===== config.mk =====
export PLATFORM = sky130hd
export DESIGN_NAME = lsu_pipe
export DESIGN_NICKNAME = d
export VERILOG_FILES = /design/src/rtl/lsu_pipe_pkg.sv /design/src/rtl/lsu_align.sv /design/src/rtl/lsu_pipe.sv
export SDC_FILE = /design/constraint.sdc
export NUM_CORES = 1
export LEC_CHECK = 0
export ABC_AREA = 1
export ABC_CLOCK_PERIOD_IN_PS = 5000
export CORE_ASPECT_RATIO = 1.1
export CORE_MARGIN = 10
export CORE_UTILIZATION = 40
export CTS_CLUSTER_SIZE = 16
export DETAILED_ROUTE_END_ITERATION = 10
export DONT_BUFFER_PORTS = 1
export PLACE_DENSITY = 0.51
export SLEW_MARGIN = 30
export SYNTH_ARGS = -nofsm -noshare
export SYNTH_HDL_FRONTEND = slang
export SYNTH_HIERARCHICAL = 1
export SYNTH_SLANG_ARGS = --single-unit

===== constraint.sdc =====
create_clock -name clk -period 5 [get_ports clk]
set_input_delay 0.5 -clock clk [delete_from_list [all_inputs] [get_ports clk]]
set_output_delay 0.5 -clock clk [all_outputs]
set_load 0.005 [all_outputs]

===== src/rtl/lsu_pipe_pkg.sv =====
// lsu_pipe_pkg: shared size, cause and state encodings for the load/store unit
package lsu_pipe_pkg;
    localparam logic [1:0] SZ_B = 2'd0;
    localparam logic [1:0] SZ_H = 2'd1;
    localparam logic [1:0] SZ_W = 2'd2;
    localparam logic [1:0] SZ_D = 2'd3;

    localparam logic [1:0] CAUSE_OK       = 2'd0;
    localparam logic [1:0] CAUSE_MISALIGN = 2'd1;
    localparam logic [1:0] CAUSE_BUSERR   = 2'd2;
    localparam logic [1:0] CAUSE_TIMEOUT  = 2'd3;

    typedef enum logic [1:0] {IDLE, REQ, RSP, DONE} state_t;

    function automatic logic [3:0] size_bytes(input logic [1:0] size);
        return 4'd1 << size;
    endfunction
endpackage


===== src/rtl/lsu_align.sv =====
// lsu_align: byte-lane steering for stores and lane extraction/extension for loads
module lsu_align
    import lsu_pipe_pkg::*;
#(
    parameter int XLEN = 32,
    localparam int NB = XLEN / 8,
    localparam int OW = $clog2(NB)
) (
    input  logic [1:0]      size,
    input  logic [OW-1:0]   off,
    input  logic            uns,
    input  logic [XLEN-1:0] wdata,
    input  logic [XLEN-1:0] rdata,
    output logic [NB-1:0]   be,
    output logic [XLEN-1:0] lane_wdata,
    output logic [XLEN-1:0] load_data
);
    logic [3:0]      nbytes;
    logic [7:0]      mask;
    logic [XLEN-1:0] shifted;
    logic            sign;

    always_comb begin
        nbytes = size_bytes(size);
        mask = 8'((9'd1 << nbytes) - 9'd1);
        be = NB'(mask) << off;
        shifted = rdata >> {off, 3'b000};
        sign = !uns && (size == SZ_B ? shifted[7] : size == SZ_H ? shifted[15] :
                        size == SZ_D ? shifted[XLEN-1] : shifted[31]);
        // replicate the low store bytes into every lane so the slave picks its own
        for (int i = 0; i < NB; i++) begin
            lane_wdata[8*i +: 8] = wdata[8*(i & (int'(nbytes) - 1)) +: 8];
        end
        for (int b = 0; b < XLEN; b++) begin
            load_data[b] = b < 8 * int'(nbytes) ? shifted[b] : sign;
        end
    end
endmodule


===== src/rtl/lsu_pipe.sv =====
// lsu_pipe: multi-cycle load/store unit on a request/grant/response bus
module lsu_pipe
    import lsu_pipe_pkg::*;
#(
    parameter int XLEN = 32,
    parameter int AW = 32,
    parameter int TIMEOUT = 255,
    localparam int NB = XLEN / 8,
    localparam int OW = $clog2(NB),
    localparam int CW = TIMEOUT > 1 ? $clog2(TIMEOUT + 1) : 1
) (
    input  logic            clk,
    input  logic            rst,
    input  logic            req_valid_i,
    output logic            req_ready_o,
    input  logic            req_store_i,
    input  logic [1:0]      req_size_i,
    input  logic            req_unsigned_i,
    input  logic [AW-1:0]   req_addr_i,
    input  logic [XLEN-1:0] req_wdata_i,
    input  logic [4:0]      req_rd_i,
    input  logic            flush_i,
    output logic            resp_valid_o,
    output logic [4:0]      resp_rd_o,
    output logic            resp_wreg_o,
    output logic [XLEN-1:0] resp_data_o,
    output logic [1:0]      resp_cause_o,
    output logic            bus_req_o,
    output logic            bus_we_o,
    output logic [AW-1:0]   bus_addr_o,
    output logic [NB-1:0]   bus_be_o,
    output logic [XLEN-1:0] bus_wdata_o,
    input  logic            bus_gnt_i,
    input  logic            bus_rvalid_i,
    input  logic [XLEN-1:0] bus_rdata_i,
    input  logic            bus_err_i
);
    state_t          state, state_n;
    logic            store, uns, flushed, flushed_n;
    logic [1:0]      size, cause;
    logic [AW-1:0]   addr;
    logic [XLEN-1:0] wdata, data, lane_wdata, load_data;
    logic [4:0]      rd;
    logic [CW-1:0]   cnt;
    logic [NB-1:0]   be;
    logic [3:0]      nb_req;
    logic            accept, bad, tmo;

    lsu_align #(.XLEN(XLEN)) u_align (
        .size      (size),
        .off       (addr[OW-1:0]),
        .uns       (uns),
        .wdata     (wdata),
        .rdata     (bus_rdata_i),
        .be        (be),
        .lane_wdata(lane_wdata),
        .load_data (load_data)
    );

    assign nb_req = size_bytes(req_size_i);
    assign accept = state == IDLE && req_valid_i && !flush_i;
    assign bad = |(req_addr_i[2:0] & 3'(nb_req - 4'd1)) || (req_size_i == SZ_D && XLEN == 32);
    assign tmo = (TIMEOUT != 0) && (int'(cnt) + 1 >= TIMEOUT);

    always_comb begin
        state_n = state;
        flushed_n = flushed;
        case (state)
            IDLE: if (accept) begin
                state_n = bad ? DONE : REQ;
                flushed_n = 1'b0;
            end
            REQ: begin
                // a granted access must still drain its response even when flushed
                if (bus_gnt_i) begin
                    state_n = RSP;
                    flushed_n = flush_i;
                end else if (flush_i) state_n = IDLE;
                else if (tmo) state_n = DONE;
            end
            RSP: begin
                flushed_n = flushed | flush_i;
                if (bus_rvalid_i || tmo) state_n = flushed_n ? IDLE : DONE;
            end
            default: state_n = IDLE;
        endcase
    end

    always_ff @(posedge clk) begin
        if (rst) begin
            state <= IDLE;
            flushed <= 1'b0;
            cnt <= '0;
            store <= 1'b0;
            uns <= 1'b0;
            size <= SZ_B;
            cause <= CAUSE_OK;
            addr <= '0;
            wdata <= '0;
            data <= '0;
            rd <= '0;
        end else begin
            state <= state_n;
            flushed <= flushed_n;
            if (accept) begin
                store <= req_store_i;
                size <= req_size_i;
                uns <= req_unsigned_i;
                addr <= req_addr_i;
                wdata <= req_wdata_i;
                rd <= req_rd_i;
                cnt <= '0;
                cause <= bad ? CAUSE_MISALIGN : CAUSE_OK;
                data <= '0;
            end
            if (state == REQ || state == RSP) cnt <= cnt + CW'(1);
            if (state == RSP && bus_rvalid_i) begin
                cause <= bus_err_i ? CAUSE_BUSERR : CAUSE_OK;
                data <= (store || bus_err_i) ? '0 : load_data;
            end else if (tmo && ((state == REQ && !bus_gnt_i) || state == RSP)) begin
                cause <= CAUSE_TIMEOUT;
                data <= '0;
            end
        end
    end

    assign req_ready_o = state == IDLE && !flush_i;
    assign resp_valid_o = state == DONE && !flushed && !flush_i;
    assign resp_rd_o = resp_valid_o ? rd : '0;
    assign resp_wreg_o = resp_valid_o && !store && cause == CAUSE_OK;
    assign resp_data_o = resp_valid_o ? data : '0;
    assign resp_cause_o = resp_valid_o ? cause : CAUSE_OK;
    assign bus_req_o = state == REQ;
    assign bus_we_o = bus_req_o && store;
    assign bus_addr_o = bus_req_o ? {addr[AW-1:OW], OW'(0)} : '0;
    assign bus_be_o = bus_req_o ? be : '0;
    assign bus_wdata_o = bus_we_o ? lane_wdata : '0;
endmodule


# Word-level counts from Yosys, hierarchy flattened
# Cells that the tools add are included.
# word_totals
regBits	118
inputBits	112
out_inout_bits	112
elab_cells	161
# op_classes
addsub	5
n_lt_le_gt_ge	33
eq_ne	9
shift	8
n_mux	62
bitwise	2
reduce_logical	31
# op_table
operator	count
2-to-1 mux 32 bit	7
less-than comparator 5 x 7 -> 1 bit, first input constant	16
variable part select 32 x 6 -> 8 bit	2
less-than comparator 4 x 7 -> 1 bit, first input constant	8
2-to-1 mux 1 bit	37
variable part select 32 x 5 -> 8 bit	1
right shift 32 x 5 -> 32 bit	1
less-than comparator 3 x 7 -> 1 bit, first input constant	4
2-to-1 mux 2 bit	12
2-to-1 mux 8 bit	2
less-than comparator 1 x 7 -> 1 bit, first input constant	2
less-than comparator 2 x 7 -> 1 bit, first input constant	2
logical AND 1 bit	12
adder 8 x 1 -> 9 bit, second input constant	1
>= comparator 9 x 8 -> 1 bit, second input constant	1
adder 8 x 1 -> 8 bit, second input constant	1
== test 2 bit, second input constant	3
logical NOT 2 bit	3
one-hot mux 2 bit (3 select lines)	1
AND reduction 3 bit	2
nonzero test 3 bit	2
logical NOT 1 bit	5
logical OR 1 bit	5
2-to-1 mux 5 bit	1
other kinds (17)	19

# Depth between registers and ports, before layout
# Gate-level depths: netlist of run 1.
# logic_depth
word_depth	9
ltp_mapped	13
mapped_depth_nobuf	13

# Hierarchy
# Netlist of run 1, hierarchy kept.
# by_module_without_submodules
module	n_inst	cells_per_inst	area_per_inst_um2	seq_area_each_um2
lsu_pipe	1	829	5726.7	2362.3
lsu_align	1	277	1276.2	0.0

# Worst setup path before layout of run 1
# OpenSTA, ideal clock, no wires.
# synth_path
path_kind	reg-to-output
startpoint	register size[1]
endpoint	output port bus_wdata_o[25]
arrival_time_ns	1.815
t_required_ns	4.500
path_slack_ns	2.685
stages_incl_launch_ff	10
cell_sequence	dfxtp_1 nor2_1 inv_1 buf_2 ha_1 clkbuf_1 a21oi_1 a21oi_1 inv_1 nor2_1
# synth_via
elab_chain_cells	4
# synth_lines
item	line_no	source
from (decl)	lsu_pipe.sv:40	logic [1:0] size, cause;
from (signal assigned)	lsu_pipe.sv:107	size <= req_size_i;
left shift 1 x 2 -> 4 bit	lsu_pipe_pkg.sv:16	return 4'd1 << size;
subtractor 2 x 1 -> 2 bit	lsu_align.sv:32	lane_wdata[8*i +: 8] = wdata[8*(i & (int'(nbytes) - 1)) +: 8];
variable part select 32 x 6 -> 8 bit	lsu_align.sv:32	
named net lane_wdata[25]	lsu_pipe.sv:42	logic [XLEN-1:0] wdata, data, lane_wdata, load_data;
2-to-1 mux 32 bit	lsu_pipe.sv:137	assign bus_wdata_o = bus_we_o ? lane_wdata : '0;
to (decl)	lsu_pipe.sv:32	output logic [XLEN-1:0] bus_wdata_o,
# The timed path passes the listed nets, and every way through them passes these cells.

# Worst setup path after layout of run 1
# layout_path
startpoint	register size[1]
endpoint	output port bus_wdata_o[24]
# Same word-level chain as after synthesis.

==> out/qor.yml, run 1 <==
cells_and_area:
  final_area_sq_um: 7560
  syn_to_final_growth_pct: 7.97
  utilization: 0.443
  nets: 1180
  ff_latch_area_sq_um: 2360
  multi_input_area_sq_um: 3690
  drive_gt1_frac: 0.120
  fillCellCount: 1945
logic_synthesis:
  ys_seq_area_frac: 0.337
  ys_warn_count: 6
  synthCells: 1106
  synth_simple_gate_area_share: 0.343
  synth.top_cells.by_area: "dfxtp_1 34%, nor2_1 12%, nand2_1 12%"
  yosysTopAreaCell: "dfxtp_1"
  synth-compound-area-share: 0.162
  synth-xor-area-share: 0
  synth_top_area_share: 0.337
  ys_types: 33
  ys_ff_latch: 118
  muxShareOfSynthArea: 0.00143
  synthAdderAreaFrac: 0.0161
  syn_area_sq_um: 7000
  syn_area_per_cell_sq_um: 6.33
  synth_top_family_by_area: "simple AND/OR/NAND/NOR gates"
timing:
  max_freq_mhz: 317
  fin_crit_sh: 0.631
  final_max_slew_viol_count: 0
  min_period_ps: 3150
  setup_tns_ps: 0
  maxSlewHeadroom: 0.376
  grt_setup_unrepaired: "no"
  tightest_slew_ps: 934
  clock_skew_ps: 11.1
  setup_ws_ps: 1850
  finalHoldViolations: 0
  final-setup-viol-count: 0
global_routing:
  gr-total-overflow: 0
  grt_use_total: 0.183
  antenna_found_initial: 4
  grt_pass1_wl_microns: 34800
  grt_max_degree: 79
  grt_pass1_vias: 6395
pwr:
  p_sw_mw: 1.33
  leakage_nw: 3.15
  power.share.sequential: 0.349
  power_frac_clock: 0.342
  vdd_drop_max_mv: 0.244
  swShare: 0.387
  p_comb_frac: 0.309
  powerDensity_nw_per_um2: 454
  p_int_mw: 2.10
route:
  routed_wl_microns: 21800
  wl_per_cell_microns: 16.7
  drt_iter0_drc: 465
  avgViaCountPerCell: 4.92
  vias: 6429
  final_antenna_net_count: 0
  dr.pass1.iters: 5
  drc_errors: 0
setup_path:
  crit_top_cell: "inv_1"
  crit_chain: "nor2_2 > inv_1 > ha_1 > inv_1 > o21ai_0 > a21oi_1 > a21oi_1 > inv_1 > nor2_1"
  crit_path_end_kind: "output port"
  path_buf_inv: 3
  cpMaxStageDelayCell: "dfxtp_1"
  cp-start-kind: "register"
  cpLargestDelayFamily: "flip-flops"
  crit_path_max_incr_delay_ps: 640
  worstPathMaxFanout: 15
  critPathArrivalTime_ps: 2650
  worstPathRequired_ps: 4500
  path_class: "register to output port"
clock_network:
  cts-root-buf: "clkbuf_16"
  insertion_delay_ps: 420
  cts.sinks: 118
  cts.reportedPaths.clkPinSlew_ps: 60
  cts_resized: 0
  cts.path.max_buffers: 2
  ctsHoldBuffers: 0
  cts_inserted_buffers: 17
  cts_tree: "done"
  h-tree-depth: 4
  postCtsSetupRepairBufs: 0
floorplan:
  die_h_microns: 159
  core-area_sq_um: 17100
  num_rows: 50
  dieArea_sq_um: 23200
  ioPinCount: 224
  start_util: 0.410
  die_w_microns: 146
placement:
  port_buffers: 0
  dp_hpwl_microns: 15800
  dpl_cell_area_sq_um: 6990
  gp_congestion: 0.846
  pre_cts_slack_ps: 2290
outcome:
  outcome: "finished clean"
worst_hold_path:
  hold_class: "input pin to register"
run:
  drv_cap: 0
[cell usage after synthesis, drive strengths merged]
cell,n
conb,1
nor3,2
a22oi,4
inv,155
dfxtp,118
ha,9
clkinv,1
o211ai,4
clkbuf,44
mux2i,1
a211oi,1
nor4,1
nand3,72
buf,31
a21oi,74
nor2,235
a221oi,1
or2,4
o21ai,114
nand2,232
nand4,2
[metrics by stage]
step,hold WS (ps),instances,power (mW)
floorplan,430,1107,2.04
global placement,447,1274,2.28
detailed placement,445,1274,2.28
CTS,134,1306,3.47
global route,130,1306,3.70
finish,144,1307,3.43
[final cells by class]
| class | instances | area share |
|---|---|---|
| Tap cell | 234 | 0.0387 |
| Clock inverter | 13 | 0.0165 |
| Multi-Input combinational cell | 758 | 0.488 |
| Sequential cell | 118 | 0.313 |
| Timing Repair Buffer | 8 | 0.00794 |
| Inverter | 156 | 0.0778 |
| Antenna cell | 1 | 0.000331 |
| Clock buffer | 19 | 0.0586 |
[power by group through the flow]
stage / combinational, mW / clock [mW] / sequential, mW
floorplan: 0.880 / 0 / 1.16
global placement: 1.07 / 0 / 1.22
detailed placement: 1.06 / 0 / 1.22
CTS: 1.07 / 1.20 / 1.20
global route: 1.23 / 1.25 / 1.22
finish: 1.06 / 1.17 / 1.20
[worst register-to-register path, cell delays in order, from the launching register on]
cell,delay (ps)
dfxtp_1,930
inv_1,450
nand3_1,230
nand3_1,120
nand3_2,140
nand3_2,210
nand2_1,120
nand2_1,80
a21oi_2,140
[per-layer routing]
metal / up-vias / global-route usage / part of all wire
li1: 3319 / - / -
met1: 2877 / 0.214 / 0.42
met2: 198 / 0.292 / 0.47
met3: 27 / 0.0855 / 0.098
met4: 8 / 0.0524 / 0.015
met5: - / 0 / 0.0023
[placed cells by master, fill, tap and decap left out, types with 2 or more instances in the layout]
| cell | Yosys | final |
|---|---|---|
| a21oi_1 | 42 | 42 |
| a21oi_2 | 32 | 32 |
| a22oi_1 | 4 | 4 |
| buf_4 | 12 | 8 |
| clkbuf_16 | 0 | 17 |
| clkinv_2 | 0 | 2 |
| clkinv_4 | 0 | 5 |
| clkinvlp_4 | 0 | 2 |
| conb_1 | 1 | 2 |
| dfxtp_1 | 118 | 117 |
| ha_1 | 9 | 9 |
| inv_1 | 153 | 153 |
| inv_2 | 2 | 2 |
| inv_6 | 0 | 3 |
| nand2_1 | 226 | 224 |
| nand2_2 | 4 | 6 |
| nand3_1 | 36 | 36 |
| nand3_2 | 36 | 36 |
| nand4_1 | 2 | 2 |
| nor2_1 | 231 | 230 |
| nor2_2 | 2 | 2 |
| nor2_4 | 2 | 3 |
| o211ai_1 | 4 | 4 |
| o21ai_0 | 113 | 113 |
| or2_2 | 4 | 4 |
[flip-flops by register name, indices dropped and copies added (netlist names)]
name     count
addr        32
data        32
wdata       32
cnt          8
rd           5
cause        2
size         2
state        2
flushed      1
store        1
uns          1
[final timing paths]
check           from              end  slack [ps]  cells past startpoint
max          size[1]  bus_wdata_o[24]        1850                      9
min              rst           cnt[6]         140                      1
max reg2reg  addr[1]          data[8]        2520                      8
min reg2reg    rd[3]            rd[3]         450                      2
[cell families after synthesis]
family / count (synthesis)
simple gates: 548
buf+inv: 231
compound gates: 198
flops: 118
fa+ha+maj: 9
mux: 1
other cells: 1
Note: power is estimated with default switching activity, not from simulation.
==> inputs of run 2 (changes only) <==
--- a/config.mk
+++ b/config.mk
@@ -6,14 +6,14 @@
 export NUM_CORES = 1
 export LEC_CHECK = 0
 export ABC_AREA = 1
-export ABC_CLOCK_PERIOD_IN_PS = 5000
+export ABC_CLOCK_PERIOD_IN_PS = 2650
 export CORE_ASPECT_RATIO = 1.1
 export CORE_MARGIN = 10
 export CORE_UTILIZATION = 40
 export CTS_CLUSTER_SIZE = 16
 export DETAILED_ROUTE_END_ITERATION = 10
 export DONT_BUFFER_PORTS = 1
-export PLACE_DENSITY = 0.51
+export PLACE_DENSITY = 0.53
 export SLEW_MARGIN = 30
 export SYNTH_ARGS = -nofsm -noshare
 export SYNTH_HDL_FRONTEND = slang
==> constraint.sdc (replaced) <==
create_clock -name clk -period 2.65 [get_ports clk]
set_input_delay 0.265 -clock clk [delete_from_list [all_inputs] [get_ports clk]]
set_output_delay 0.265 -clock clk [all_outputs]
set_load 0.005 [all_outputs]
==> run 2 against run 1 <==
  * Sequential share of layout area decreased by 1.1 points
  * Worst hold slack got worse by 130 ps
  * Critical path depth up 1
  * Highest routed layer is now met4
  * Critical path type unchanged
==> out/qor.yml, run 2 (synthesis results as in run 1) <==
floorplan:
  start_util: 0.410  # unchanged
  num_rows: 50  # unchanged
  dieArea_sq_um: 23200  # unchanged
  die_w_microns: 146  # unchanged
  ioPinCount: 224  # unchanged
  core-area_sq_um: 17100  # unchanged
  die_h_microns: 159  # unchanged
timing:
  finalHoldViolations: 0  # unchanged
  min_period_ps: 2280
  clock_skew_ps: 5.91  # -5.20 ps
  final_max_slew_viol_count: 0  # unchanged
  maxSlewHeadroom: 0.542  # +0.165
  grt_setup_unrepaired: "no"
  final-setup-viol-count: 0  # unchanged
  tightest_slew_ps: 688  # -247 ps
  max_freq_mhz: 439
  fin_crit_sh: 0.859
  setup_tns_ps: 0  # unchanged
route:
  routed_wl_microns: 21700  # -0.61%
  drt_iter0_drc: 356  # -23%
  wl_per_cell_microns: 16.2  # -2.9%
  avgViaCountPerCell: 4.94  # +0.52%
  dr.pass1.iters: 6  # +1
  final_antenna_net_count: 0  # unchanged
  vias: 6616  # +2.9%
  drc_errors: 0  # unchanged
clock_network:
  cts_tree: "done"
  cts.path.max_buffers: 2  # unchanged
  cts.sinks: 118  # unchanged
  insertion_delay_ps: 410  # about the same
  cts-root-buf: "clkbuf_16"
  postCtsSetupRepairBufs: 0  # unchanged
  cts_inserted_buffers: 17  # unchanged
  cts.reportedPaths.clkPinSlew_ps: 60  # about the same
  h-tree-depth: 4  # unchanged
placement:
  port_buffers: 0  # unchanged
  dp_hpwl_microns: 15700  # -0.73%
  dpl_cell_area_sq_um: 7180  # +2.7%
  place_inst: 1298  # +1.9%
  gp_congestion: 0.846  # about the same
global_routing:
  grt_pass1_wl_microns: 34400  # -1.1%
  grt_use_total: 0.181  # -0.00207
  antenna_found_initial: 5  # +1
  grt_pass1_vias: 6346  # -0.77%
  grt_max_degree: 79  # unchanged
  gr-total-overflow: 0  # unchanged
pwr:
  leakage_nw: 3.31  # +5.0%
  powerDensity_nw_per_um2: 845  # +86%
  power_frac_clock: 0.346  # +0.004
  p_sw_mw: 2.53  # +91%
  vdd_drop_max_mv: 0.456  # +87%
  swShare: 0.383  # -0.00432
  power.share.sequential: 0.334  # -0.015
  p_int_mw: 4.09  # +94%
  p_comb_frac: 0.320  # +0.011
setup_path:
  worstPathMaxFanout: 15  # unchanged
  critical_path.startpoint: "size[0]"
  rr_endpoint: "data[18]"
  rrSetupSlack_ps: 510  # -2010 ps
  crit_path_end_kind: "output port"
  r2r_start: "size[1]"
  cp-endpoint: "bus_wdata_o[24]"
  rr_worst_depth: 9  # +1
  path_class: "register to output port"
  cp-start-kind: "register"
  worstPathRequired_ps: 2380  # -2120 ps
  critPathArrivalTime_ps: 2010  # -640 ps
cells_and_area:
  fin_cells: 1338  # +2.4%
  nets: 1207  # +2.3%
  final_area_sq_um: 7830  # +3.6%
  reg_top3: "addr: 32 flops, data: 32 flops, wdata: 32 flops"
  final_cell_mix: "230 x nor2_1, 225 x nand2_1, 153 x inv_1, 118 x dfxtp_1, 113 x o21ai_0"
  fillCellCount: 1916  # -1.5%
  syn_to_final_growth_pct: 11.8
  final_common_cell: "nor2_1"
  drive_gt1_frac: 0.139  # +0.0189
  utilization: 0.458  # +0.0158
run:
  drv_cap: 0  # unchanged
outcome:
  outcome: "finished clean"
worst_hold_path:
  min_from: "req_addr_i[14]"
  hold_class: "input pin to register"
## run 2: cell types whose count changed in the layout (fill, tap and decap cells not counted), sizes merged
cell / delta
dlygate4sd3: +2
clkbuf: -1
buf: +25
diode: +4
bufinv: +1
## run 2: worst max-delay path: stages, from the launching register on
cell and delay, ps:
dfxtp_1 380, inv_1 50, nor2_1 150, inv_1 100, ha_4 360, inv_1 100
o21ai_0 80, a21oi_1 60, a21oi_1 110, inv_1 50, nor2_1 140
## run 2: metal layers
layer / track usage / vias up / wire (microns)
met5: 0 / - / 0
met2: 0.295 / 198 / 10300
li1: - / 3378 / -
met4: 0.0633 / 0 / 302
met3: 0.0698 / 22 / 1820
met1: 0.211 / 3018 / 9270
## run 2: what timing repair did
action	in CTS	in global routing
hold buffers	3	0
endpoints found under the hold margin	47	0
endpoints found under the setup margin	0	4
resized for setup	0	2
## run 2: worst min-delay path by stage
stage          endpoint  slack [ps]  depth (start not counted)
3_5_place_dp   data[25]         340                          1
5_1_grt        addr[19]          20                          2
4_1_cts        addr[22]         0.2                          2
3_3_place_gp   data[25]         340                          1
6_report       addr[14]          20                          2
2_1_floorplan     rd[0]         430                          2
## run 2: cell type report
type / instances / area, sq um / area share
Sequential cell: 118 / 2360 / 0.302
Inverter: 156 / 586 / 0.0748
Multi-Input combinational cell: 758 / 3700 / 0.472
Timing Repair Buffer: 35 / 300 / 0.0384
Tap cell: 234 / 293 / 0.0374
Clock inverter: 14 / 151 / 0.0193
Antenna cell: 5 / 12.5 / 0.00160
Clock buffer: 18 / 429 / 0.0548
## run 2: stage by stage
stage	hold slack, ps	worst slack [ps]	power (mW)
3_5_place_dp	342	558	4.34
2_1_floorplan	430	570	3.86
4_1_cts	0.173	99.1	6.68
5_1_grt	15.2	49.0	7.12
3_3_place_gp	339	565	4.34
6_report	16.9	373	6.62
## run 2: power groups by stage
stage	logic [mW]	registers, mW	clock network [mW]
after floorplan	1.66	2.20	0
after global placement	2.09	2.24	0
after detailed placement	2.09	2.25	0
after CTS	2.12	2.21	2.35
after global routing	2.44	2.25	2.44
final	2.12	2.21	2.29
==> inputs of run 3 (changes only) <==
--- a/config.mk
+++ b/config.mk
@@ -13,6 +13,7 @@
 export CTS_CLUSTER_SIZE = 16
 export DETAILED_ROUTE_END_ITERATION = 10
 export DONT_BUFFER_PORTS = 1
+export GPL_TIMING_DRIVEN = 0
 export PLACE_DENSITY = 0.53
 export SLEW_MARGIN = 30
 export SYNTH_ARGS = -nofsm -noshare
==> run 3 against run 2 <==
  * Sequential share of layout area down 0.61 points
  * Clock power down 2%
  * Combinational power up 7%
  * Sequential cell count unchanged
  * Clock-buffer cell count down 1
  * Critical path depth down 1
  * Global-route usage up 1.7 points
  * Critical endpoint is now bus_wdata_o[25]
  * Worst hold slack worse by 4.8 ps
  * Final area up 2.2%
  * Via count up 3.5%
  * Routed wire length up 9.5%
  * Setup slack worse by 220 ps
==> out/qor.yml, run 3 (synthesis results as in run 1) <==
global_routing:
  gr-total-overflow: 0  # unchanged
  grt_pass1_wl_microns: 37000  # +7.5%
  grt_pass1_vias: 6737  # +6.2%
  grt_use_total: 0.198  # +0.0170
  grt_max_degree: 17  # -78%
  antenna_found_initial: 3  # -2
setup_path:
  critical_path.startpoint: "size[1]"
  rr_worst_depth: 10  # +1
  rrSetupSlack_ps: 230  # -280 ps
  worstPathRequired_ps: 2380  # about the same
  crit_path_end_kind: "output port"
  cpLargestDelayFamily: "buffers and inverters"
  worstPathMaxFanout: 10  # -5
  cp.depth: 9  # -1
  path_class: "register to output port"
  r2r_start: "state[0]"
  path_buf_inv: 4  # unchanged
  critPathArrivalTime_ps: 2230  # +220 ps
  cp-start-kind: "register"
  rr_endpoint: "size[0]"
  crit_path_max_incr_delay_ps: 360  # -20 ps
  crit_chain: "nor2_4 > inv_1 > buf_4 > ha_4 > clkbuf_4 > a21oi_1 > a21oi_1 > inv_1 > nor2_1"
  cpMaxStageDelayCell: "dfxtp_2"
  cp-endpoint: "bus_wdata_o[25]"
clock_network:
  h-tree-depth: 4  # unchanged
  cts-root-buf: "clkbuf_16"
  cts.sinks: 118  # unchanged
  cts.reportedPaths.clkPinSlew_ps: 60  # about the same
  cts_inserted_buffers: 17  # unchanged
  cts.path.max_buffers: 2  # unchanged
  cts_tree: "done"
  insertion_delay_ps: 420  # about the same
timing:
  final-setup-viol-count: 0  # unchanged
  hold_ws_ps: 12.1  # -4.79 ps
  grt_setup_unrepaired: "no"
  finalHoldViolations: 0  # unchanged
  min_period_ps: 2490  # +217 ps
  fin_crit_sh: 0.941  # +0.0819
  final_max_slew_viol_count: 0  # unchanged
  tightest_slew_ps: 783  # +95.8 ps
  maxSlewHeadroom: 0.478  # -0.0638
  max_freq_mhz: 401  # -8.7%
  setup_tns_ps: 0  # unchanged
  clock_skew_ps: 6.09  # +0.177 ps
route:
  final_antenna_net_count: 0  # unchanged
  drt_iter0_drc: 535  # +50%
  dr.pass1.iters: 8  # +2
  routed_wl_microns: 23800  # +9.5%
  drc_errors: 0  # unchanged
  vias: 6847  # +3.5%
  avgViaCountPerCell: 4.95  # about the same
  wl_per_cell_microns: 17.2  # +5.9%
placement:
  dp_hpwl_microns: 18500  # +18%
  port_buffers: 0  # unchanged
  gp_congestion: 0.878  # +3.8%
floorplan:
  core-area_sq_um: 17100  # unchanged
  die_h_microns: 159  # unchanged
  dieArea_sq_um: 23200  # unchanged
  num_rows: 50  # unchanged
  start_util: 0.410  # unchanged
  ioPinCount: 224  # unchanged
  die_w_microns: 146  # unchanged
worst_hold_path:
  hold_class: "input pin to register"
cells_and_area:
  final_common_cell: "nor2_1"
  syn_to_final_growth_pct: 14.2
  final_cell_mix: "229 x nor2_1, 226 x nand2_1, 153 x inv_1, 116 x dfxtp_1, 113 x o21ai_0"
  nets: 1256  # +4.1%
  reg_top3: "addr: 32 flops, data: 32 flops, wdata: 32 flops"
  drive_gt1_frac: 0.134  # -0.00507
pwr:
  leakage_nw: 3.36  # +1.5%
  vdd_drop_max_mv: 0.459  # +0.47%
  powerDensity_nw_per_um2: 841  # -0.46%
run:
  drv_cap: 0  # unchanged
outcome:
  outcome: "finished clean"
## run 3: worst reg2reg max path, stage by stage, from the launching register on
cell     delay (ps)
dfxtp_1         350
inv_1           120
ha_1            180
inv_1            70
nor2_1          210
nand2_1         330
inv_2           340
buf_2           310
buf_2           280
nor2_1           60
nor2_1          100
## run 3: where the power goes
part / internal, mW / switching (mW) / leakage, nW
Combinational: 0.713 / 1.55 / 2.12
Sequential: 2.04 / 0.178 / 0.963
Clock: 1.31 / 0.939 / 0.277
Total: 4.06 / 2.67 / 3.36
## run 3: repair_timing
| action | CTS | global route |
|---|---|---|
| buffers inserted | 0 | 2 |
| endpoints found under the setup margin | 30 | 32 |
| hold buffers | 7 | 0 |
| pin swaps | 1 | 1 |
| gates resized for setup | 7 | 10 |
| hold endpoints to repair | 7 | 0 |
## run 3: worst min path at each step
stage                   startpoint        to  slack, ps  cells past startpoint
finish              req_addr_i[13]  addr[13]         10                      2
CTS                 req_addr_i[13]  addr[13]        0.5                      2
detailed placement  req_addr_i[20]  addr[20]        440                      2
global route        req_addr_i[25]  addr[25]          6                      2
floorplan                    rd[0]     rd[0]        430                      2
global placement       req_store_i     store        430                      2
## run 3: cell type report
cell class,instances,area [sq um]
multi-input cells,758,3700
inverters,156,586
diodes,2,5.00
clock buffers,17,425
repair buffers,9,85.1
plain buffers,75,400
clock inverters,15,145
fillers,1904,9080
flip-flops and latches,118,2360
well taps,234,293
## run 3: per-layer routing
| layer | GRT usage | vias to the layer above | part of all wire |
|---|---|---|---|
| met4 | 0.0624 | 2 | 0.016 |
| met5 | 0 | - | 0.00055 |
| met3 | 0.0653 | 27 | 0.083 |
| met2 | 0.332 | 219 | 0.48 |
| met1 | 0.233 | 3122 | 0.42 |
| li1 | - | 3477 | - |
## run 3: metrics by stage
stage	instance area, sq um	util	setup WS (ps)	power [mW]	instances
after floorplan	7010	-	570	3.86	1107
after global placement	7300	0.427	-48.6	4.45	1341
after detailed placement	7300	0.427	-35.8	4.46	1341
after CTS	7970	0.466	24.0	6.77	1380
after global routing	8000	0.468	7.20	7.24	1382
final	8000	0.468	156	6.73	1384
